--- src/rtl/semaforo_pkg.sv ---
// Shared traffic-light types: countdown FSM states, BCD limits and estado encodings.
// No logic; latency n/a.
// Backpressure n/a.
package semaforo_pkg;

    typedef enum logic [1:0] {
        OCIOSO   = 2'd0,
        CONTANDO = 2'd1,
        FIM      = 2'd2
    } estado_cont_t;

    // Light phases, encoded identically in the preset generator.
    typedef enum logic [1:0] {
        VERDE    = 2'd0,
        AMARELO  = 2'd1,
        VERMELHO = 2'd2
    } estado_t;

    localparam logic [3:0] BCD_MAX_UNID = 4'd9;
    localparam logic [1:0] BCD_MAX_DEZ  = 2'd3;

    function automatic logic [3:0] sat_unid(input logic [3:0] d);
        return (d > BCD_MAX_UNID) ? BCD_MAX_UNID : d;
    endfunction

endpackage

--- src/rtl/contador_regressivo_bcd_if.sv ---
// Load/preset/display bundle between the controller and the BCD countdown timer.
// Wires only; latency n/a.
// Backpressure: none, the timer always accepts carrega. Optional pausa exists with PAUSA_EN.
interface contador_regressivo_bcd_if;
    logic       carrega;
    logic [3:0] unid_preset;
    logic [1:0] dez_preset;
    logic [3:0] unid;
    logic [1:0] dez;
    logic       ocupado;
    logic       fim;
`ifdef PAUSA_EN
    logic       pausa;

    modport master (
        output carrega, unid_preset, dez_preset, pausa,
        input  unid, dez, ocupado, fim
    );
    modport slave (
        input  carrega, unid_preset, dez_preset, pausa,
        output unid, dez, ocupado, fim
    );
`else
    modport master (
        output carrega, unid_preset, dez_preset,
        input  unid, dez, ocupado, fim
    );
    modport slave (
        input  carrega, unid_preset, dez_preset,
        output unid, dez, ocupado, fim
    );
`endif
endinterface

--- src/rtl/contador_regressivo_bcd_gerador_tick.sv ---
// Prescaler: one-cycle tick every TICK_DIV enabled cycles.
// Tick is combinational on the cycle the count equals TICK_DIV-1.
// Backpressure: enable=0 freezes the count; clear restarts it at 0.
module gerador_tick #(
    parameter int unsigned TICK_DIV = 50_000_000
) (
    input  logic clk,
    input  logic rst_n,
    input  logic clear,
    input  logic enable,
    output logic tick
);

    localparam int unsigned CW = (TICK_DIV > 1) ? $clog2(TICK_DIV) : 1;
    localparam logic [CW-1:0] ULTIMO = CW'(TICK_DIV - 1);

    logic [CW-1:0] cnt;

    assign tick = enable && (cnt == ULTIMO);

    always_ff @(posedge clk or negedge rst_n) begin
        if (!rst_n) begin
            cnt <= '0;
        end else if (clear) begin
            cnt <= '0;
        end else if (enable) begin
            cnt <= tick ? '0 : cnt + 1'b1;
        end
    end

endmodule

--- src/rtl/contador_regressivo_bcd.sv ---
// Two-digit BCD countdown timer (00..39); pulses fim one tick after reaching 00. Optional PAUSA_EN adds a freeze input.
// Load visible one cycle after carrega; one decrement per TICK_DIV cycles.
// Backpressure: none; carrega always wins over a tick, pausa (PAUSA_EN) freezes counting.
module contador_regressivo_bcd
    import semaforo_pkg::*;
#(
    parameter int unsigned TICK_DIV = 50_000_000
) (
    input  logic                        clk,
    input  logic                        rst_n,
    contador_regressivo_bcd_if.slave    bus
);

    estado_cont_t estado;
    logic [3:0]   unid_q;
    logic [1:0]   dez_q;
    logic         ocupado_q;
    logic         fim_q;
    logic         pausado;
    logic         tick;

`ifdef PAUSA_EN
    assign pausado = bus.pausa;
`else
    assign pausado = 1'b0;
`endif

    gerador_tick #(
        .TICK_DIV (TICK_DIV)
    ) u_tick (
        .clk    (clk),
        .rst_n  (rst_n),
        .clear  (bus.carrega),
        .enable ((estado == CONTANDO) && !pausado),
        .tick   (tick)
    );

    always_ff @(posedge clk or negedge rst_n) begin
        if (!rst_n) begin
            estado    <= OCIOSO;
            unid_q    <= 4'd0;
            dez_q     <= 2'd0;
            ocupado_q <= 1'b0;
            fim_q     <= 1'b0;
        end else begin
            fim_q <= 1'b0;
            if (bus.carrega) begin
                // Load beats a coincident tick and suppresses fim in any state.
                estado    <= CONTANDO;
                ocupado_q <= 1'b1;
                unid_q    <= sat_unid(bus.unid_preset);
                dez_q     <= bus.dez_preset;
            end else begin
                case (estado)
                    OCIOSO: begin
                        ocupado_q <= 1'b0;
                    end
                    CONTANDO: begin
                        if (tick) begin
                            if (unid_q != 4'd0) begin
                                unid_q <= unid_q - 4'd1;
                            end else if (dez_q != 2'd0) begin
                                unid_q <= BCD_MAX_UNID;
                                dez_q  <= dez_q - 2'd1;
                            end else begin
                                estado    <= FIM;
                                ocupado_q <= 1'b0;
                                fim_q     <= 1'b1;
                            end
                        end
                    end
                    FIM: begin
                        estado    <= OCIOSO;
                        ocupado_q <= 1'b0;
                    end
                    default: begin
                        estado    <= OCIOSO;
                        ocupado_q <= 1'b0;
                    end
                endcase
            end
        end
    end

    assign bus.unid    = unid_q;
    assign bus.dez     = dez_q;
    assign bus.ocupado = ocupado_q;
    assign bus.fim     = fim_q;

endmodule

--- src/flat_wrapper.sv ---
// flat-port wrapper written by rule: the top's interface ports become plain ports
module contador_regressivo_bcd_flat import semaforo_pkg::*;
#(
    parameter int unsigned TICK_DIV = 50_000_000
)
  (clk, rst_n, bus_carrega, bus_unid_preset, bus_dez_preset, bus_unid, bus_dez, bus_ocupado, bus_fim);
  contador_regressivo_bcd_if bus_i ();
  input  logic clk;
  input  logic rst_n;
  input wire logic [$bits(bus_i.carrega)-1:0] bus_carrega;
  input wire logic [$bits(bus_i.unid_preset)-1:0] bus_unid_preset;
  input wire logic [$bits(bus_i.dez_preset)-1:0] bus_dez_preset;
  output wire logic [$bits(bus_i.unid)-1:0] bus_unid;
  output wire logic [$bits(bus_i.dez)-1:0] bus_dez;
  output wire logic [$bits(bus_i.ocupado)-1:0] bus_ocupado;
  output wire logic [$bits(bus_i.fim)-1:0] bus_fim;
  assign bus_i.carrega = bus_carrega;
  assign bus_i.unid_preset = bus_unid_preset;
  assign bus_i.dez_preset = bus_dez_preset;
  assign bus_unid = bus_i.unid;
  assign bus_dez = bus_i.dez;
  assign bus_ocupado = bus_i.ocupado;
  assign bus_fim = bus_i.fim;
  contador_regressivo_bcd #(.TICK_DIV(TICK_DIV)) u_core (.clk(clk), .rst_n(rst_n), .bus(bus_i));
endmodule
--- config.mk ---
export PLATFORM = sky130hd
export DESIGN_NAME = contador_regressivo_bcd_flat
export DESIGN_NICKNAME = d
export VERILOG_FILES = /design/src/rtl/semaforo_pkg.sv /design/src/rtl/contador_regressivo_bcd_if.sv /design/src/rtl/contador_regressivo_bcd_gerador_tick.sv /design/src/rtl/contador_regressivo_bcd.sv /design/src/flat_wrapper.sv
export SDC_FILE = /design/constraint.sdc
export NUM_CORES = 1
export LEC_CHECK = 0
export ABC_AREA = 1
export CORE_ASPECT_RATIO = 1.4
export CORE_UTILIZATION = 57
export DETAILED_ROUTE_END_ITERATION = 8
export GPL_TIMING_DRIVEN = 0
export PLACE_DENSITY = 0.78
export SLEW_MARGIN = 40
export SYNTH_ARGS = -nofsm -noshare
export SYNTH_HDL_FRONTEND = slang
export SYNTH_SLANG_ARGS = --single-unit
--- constraint.sdc ---
create_clock -name clk -period 2.05 [get_ports clk]
set_input_delay 0.41 -clock clk [delete_from_list [all_inputs] [get_ports clk]]
set_output_delay 0.41 -clock clk [all_outputs]
set_load 0.1 [all_outputs]
# Word-level counts from Yosys, hierarchy flattened
# Cells that the tools add are included.
dict set report totals {
  reg_bits 36
  elab_cells 58
}
dict set report op_classes {
  add_sub_neg 3
  n_lt_le_gt_ge 1
  eq_ne 7
  n_mux 29
  reduce_logical 12
}
# cell count
set op_table {}
lappend op_table {{2-to-1 mux 26 bit} 3}
lappend op_table {{adder 26 x 1 -> 26 bit (second input constant)} 1}
lappend op_table {{equality test 26 bit (second input constant)} 1}
lappend op_table {{2-to-1 mux 4 bit} 6}
lappend op_table {{2-to-1 mux 2 bit} 9}
lappend op_table {{2-to-1 mux 1 bit} 10}
lappend op_table {{AND reduction 4 bit} 2}
lappend op_table {{nonzero test 2 bit} 4}
lappend op_table {{!= test 3 bit (second input constant)} 2}
lappend op_table {{AND reduction 3 bit} 2}
lappend op_table {{> comparator 4 bit (second input constant)} 1}
lappend op_table {{!= test 2 bit (second input constant)} 2}
lappend op_table {{one-hot mux 2 bit (2 select lines)} 1}
lappend op_table {{nonzero test 4 bit} 1}
lappend op_table {{subtractor 4 x 1 -> 4 bit (second input constant)} 1}
lappend op_table {{!= test 3 x 2 -> 1 bit (second input constant)} 1}
lappend op_table {{nonzero test 3 bit} 1}
lappend op_table {{equality test 2 x 1 -> 1 bit (second input constant)} 1}
lappend op_table {{zero test 2 bit} 1}
lappend op_table {{subtractor 2 x 1 -> 2 bit (second input constant)} 1}
lappend op_table {{logical AND 1 bit} 1}

# Logic depth before layout (Yosys ltp)
dict set report depth {
  word_depth 6
  depth_mapped 10
  mapped_depth_nobuf 10
}

# By module
# Synthesis repeated with hierarchy kept, for this count alone.
dict set report hier_totals {
  hier_cells 331
  area_unflattened_um2 2386.0
}
# module n_inst cells_per_inst area_each_um2 seq_area_each_um2
set modules_own_cells {}
lappend modules_own_cells {gerador_tick 1 251 1791.7 650.6}
lappend modules_own_cells {contador_regressivo_bcd 1 80 594.3 250.2}

# Worst setup path before layout
# No wires, ideal clock.
dict set report synth_timing {
  kind {register to register}
  start {register u_core.dez_q[0] (netlist: u_core.bus.dez[0])}
  end {register u_core.dez_q[0] (netlist: u_core.bus.dez[0])}
  t_arrival_ns 1.790
  required_time_ns 1.928
  path_slack_ns 0.138
  path_stages_with_launch 7
  n_path_buf 0
  path_cell_list {dfrtp_1 inv_1 ha_1 o21ai_0 nand2_2 nand2_1 nand2_1}
}
dict set report synth_via {
  elab_chain_cells 6
  elab_cells_between_ends 9
  cone_classes {add/sub: 1; mux: 5; reduce/logical: 3}
}
# element line
set synth_lines {}
lappend synth_lines {{start: declaration} contador_regressivo_bcd.sv:16} ;# logic [1:0] dez_q;
lappend synth_lines {{start signal: assignment} contador_regressivo_bcd.sv:52} ;# dez_q <= bus.dez_preset;
lappend synth_lines {{start signal: assignment} contador_regressivo_bcd.sv:64} ;# dez_q <= dez_q - 2'd1;
lappend synth_lines {{subtractor 2 x 1 -> 2 bit} contador_regressivo_bcd.sv:64}
lappend synth_lines {{2-to-1 mux 2 bit} contador_regressivo_bcd.sv:62} ;# end else if (dez_q != 2'd0) begin
lappend synth_lines {{2-to-1 mux 2 bit} contador_regressivo_bcd.sv:60} ;# if (unid_q != 4'd0) begin
lappend synth_lines {{2-to-1 mux 2 bit} contador_regressivo_bcd.sv:59} ;# if (tick) begin
lappend synth_lines {{2-to-1 mux 2 bit} contador_regressivo_bcd.sv:54} ;# case (estado)
lappend synth_lines {{2-to-1 mux 2 bit} contador_regressivo_bcd.sv:47} ;# if (bus.carrega) begin
# Parallel ways exist; a longest one is shown, timed or not. The select of a mux whose other input is x is not followed.
# A chain may end at the register's enable or synchronous reset.

# Final worst setup path
dict set report layout_timing {
  start {input bus_carrega}
  end {register u_core.u_tick.cnt[13]}
}
dict set report layout_via {
  elab_chain_cells 1
  elab_cells_between_ends 2
  cone_classes {mux: 1; reduce/logical: 1}
}
# element line
set layout_lines {}
lappend layout_lines {{start: declaration} flat_wrapper.sv:10} ;# input wire logic [$bits(bus_i.carrega)-1:0] bus_carrega;
lappend layout_lines {{2-to-1 mux 26 bit / nonzero test 2 bit (equally long branches)} --}
lappend layout_lines {{end signal: assignment} contador_regressivo_bcd_gerador_tick.sv:27} ;# cnt <= tick ? '0 : cnt + 1'b1;
lappend layout_lines {{end: declaration} contador_regressivo_bcd_gerador_tick.sv:17} ;# logic [CW-1:0] cnt;
# Parallel ways exist; a longest one is shown, timed or not.

==> out/metrics.csv <==
metric,value,unit
Post-Route WL,5530,microns
routed len/inst,13.4,microns
Setup crit end,u_core.u_tick.cnt[13],
WP data arrival,2.02,ns
via density per instance,5.46,
largest area contributor in the netlist,dfrtp_1,
"most common cell after layout, fill and taps aside",nand2_1,
RSZ-0062 raised after global routing,no,
LEAKAGE,0.00136,uW
grt total ovfl,0,
crit path cell chain,"clkdlybuf4s50_1, inv_1, nand2_2, clkinvlp_4, buf_2, nand2_1, nand2_1",
reg2reg setup slack,0.31,ns
setup repair bufs after CTS,0,
"critical path fanouts, max",10,
Core ar.,0.00402,sq mm
sequential share of the synthesized area,36.8,%
starting density of the core,60.9,%
post-route minimum period,1.84,ns
Layout area overhead,11.9,%
routability-driven placement congestion ratio,0.959,
failing checks,DRC,
Worst Setup Path Type,primary input to flip-flop,
PortBufs,16,
Synth Register Bits,36,
relative slew slack,67.5,%
final hold violation count,0,
Skew-Pair Late Insertion Delay,0.29,ns
r2r startpoint,u_core.u_tick.cnt[0],
CTS H-Tree Depth,2,
site row count,27,
Die X,57.4,microns
Pre-antenna DRT Iters,7,
Syn Inst Count,345,
count of final max-slew check failures,0,
Final Core Density,68.1,%
"most used cell, CP",nand2_1,
Fill cells,369,
CTS Sinks,36,
CP max-delay cell,clkdlybuf4s50_1,
Clock Path Buffers,2,
CP Launch Type,primary input,
final worst-path cycle share,89.8,%
crit path launch,bus_carrega,
Worst Reg-to-Reg Cells,10,
Die H,79.6,microns
"commonest non-fill, non-tap cells in the layout","113 x nand2_1, 41 x inv_1, 36 x dfrtp_1",
I/O pins,17,
DRC Markers,1,
reg-to-reg endpoint,u_core.bus.unid[1],
critical path capture point type,flip-flop,
"Cell Area, Synth",0.00245,sq mm
first-pass GRT wire length,10000,microns
Worst Tran Pin Value,0.491,ns
fin cells,413,
share of layout cells above drive strength 1,14.1,%
initial antenna violation count,0,
Worst VDD drop,0.697,mV
clock skew,0.0103,ns
Final setup viols,0,
"Avg Cell Area, Syn",7.10,sq um
HP Class,primary input to async pin,
Inst Count DP,405,
layout net count,380,
PD cells,676,mW/mm^2
overall die area,0.00457,sq mm
detailed placement HPWL,4130,microns
ANT nets after route,0,
Tot GR Track Use,28.6,%
fmax,0.543,GHz
Yosys top cell area share,36.8,%
routed vias,2257,
Yosys cell types,29,
CTS Root Cell,clkbuf_8,
CTS tree,yes,
Yosys Warn Count,0,
Worst EP required,2.23,ns
max cap viols,0,
status,"finished, violations left",
CTS Buf Count,5,
largest net degree at the start of global routing,21,
Worst-path clk slew,0.07,ns
vias in the first global route,2325,
Crit path largest cell delay,0.57,ns
Syn Nets,356,
initial drt markers,119,
hold_ws,0.0509,ns
antenna fix cells,0,
Synth area leaders,"dfrtp_1 37%, nand2_1 17%, nand3_1 7.2%, inv_1 6.3%, nor2_1 5.4%",
Yosys cell counts, drive strengths merged:
library cell    n
a21oi           1
a22oi           1
a31oi           1
buf             5
clkinv          1
dfrtp          36
ha              2
inv            41
nand2         125
nand3          35
nand4          13
nor2           43
nor3            4
nor4            1
o21ai          18
o21bai          2
o22ai           6
or2             1
xnor2           1
xor2            8
per-layer routing:
layer  vias to the layer above  global-route usage (%)  share of wire, %
li1                       1152                       -                 -
met1                      1025                    33.3                42
met2                        66                    49.4                51
met3                        14                    4.05               3.9
met4                         0                    16.6               2.6
met5                         -                       0                 0
kinds of logic after synthesis:
logic type / Yosys count / synth area share [%]
xor gates and xnor gates: 9 / 3.22
and+or+nand+nor: 222 / 42.2
buffers and inverters: 47 / 8.18
adders and majority gates: 2 / 1.02
AOI/OAI and AO/OA: 29 / 8.58
DFF: 36 / 36.8
through the flow:
step	power, uW	setup TNS [ns]	area [sq um]	worst slack, ns
after floorplan	1220	0	2450	0.138
after global placement	1360	-11.73	2660	-0.284
after detailed placement	1340	-1.69	2650	-0.177
after CTS	1860	0	2740	0.123
after global routing	1940	0	2740	0.0623
final	1850	0	2740	0.210
repair_timing:
action / in CTS / in global routing
resized for setup: 0 / 1
endpoints found under the setup margin: 0 / 1
endpoints found under the hold margin: 0 / 0
hold buffers: 0 / 0
area by class of cell:
type,instances,area (sq um),share of cell area [%]
Multi-Input combinational cell,262,1350,49.2
Sequential cell,36,901,32.9
Tap cell,43,53.8,1.96
Clock buffer,8,90.1,3.29
Timing Repair Buffer,17,143,5.21
Inverter,42,161,5.89
Buffer,5,42.5,1.55
sequential cells by signal, indices dropped and copies added, names as in the netlist:
name	flops
u_core.u_tick.cnt	26
u_core.bus.unid	4
u_core.bus.dez	2
u_core.estado	2
u_core.bus.fim	1
u_core.bus.ocupado	1
how the worst min path moves through the flow:
stage               slack (ns)        startpoint                    end  depth (start not counted)
finish                    0.05             rst_n  u_core.u_tick.cnt[17]                          1
global route              0.08             rst_n  u_core.u_tick.cnt[17]                          1
CTS                       0.06             rst_n  u_core.u_tick.cnt[17]                          1
detailed placement        0.38             rst_n  u_core.u_tick.cnt[17]                          1
global placement          0.49  u_core.estado[1]       u_core.estado[1]                          3
floorplan                 0.11             rst_n      u_core.bus.dez[0]                          0
worst max-delay path, delay by kind of cell:
kind | cells | cell delay, ns
buffers and inverters | 4 | 1.21
and+or+nand+nor | 3 | 0.39
report_power, final:
group	leakage, uW	total [uW]	internal (uW)	switching (uW)
combinational	0.000828	535	121	413
sequential	0.000485	795	752	43.2
clock	0.0000455	520	274	246
Power figures use the tool's default switching activity.
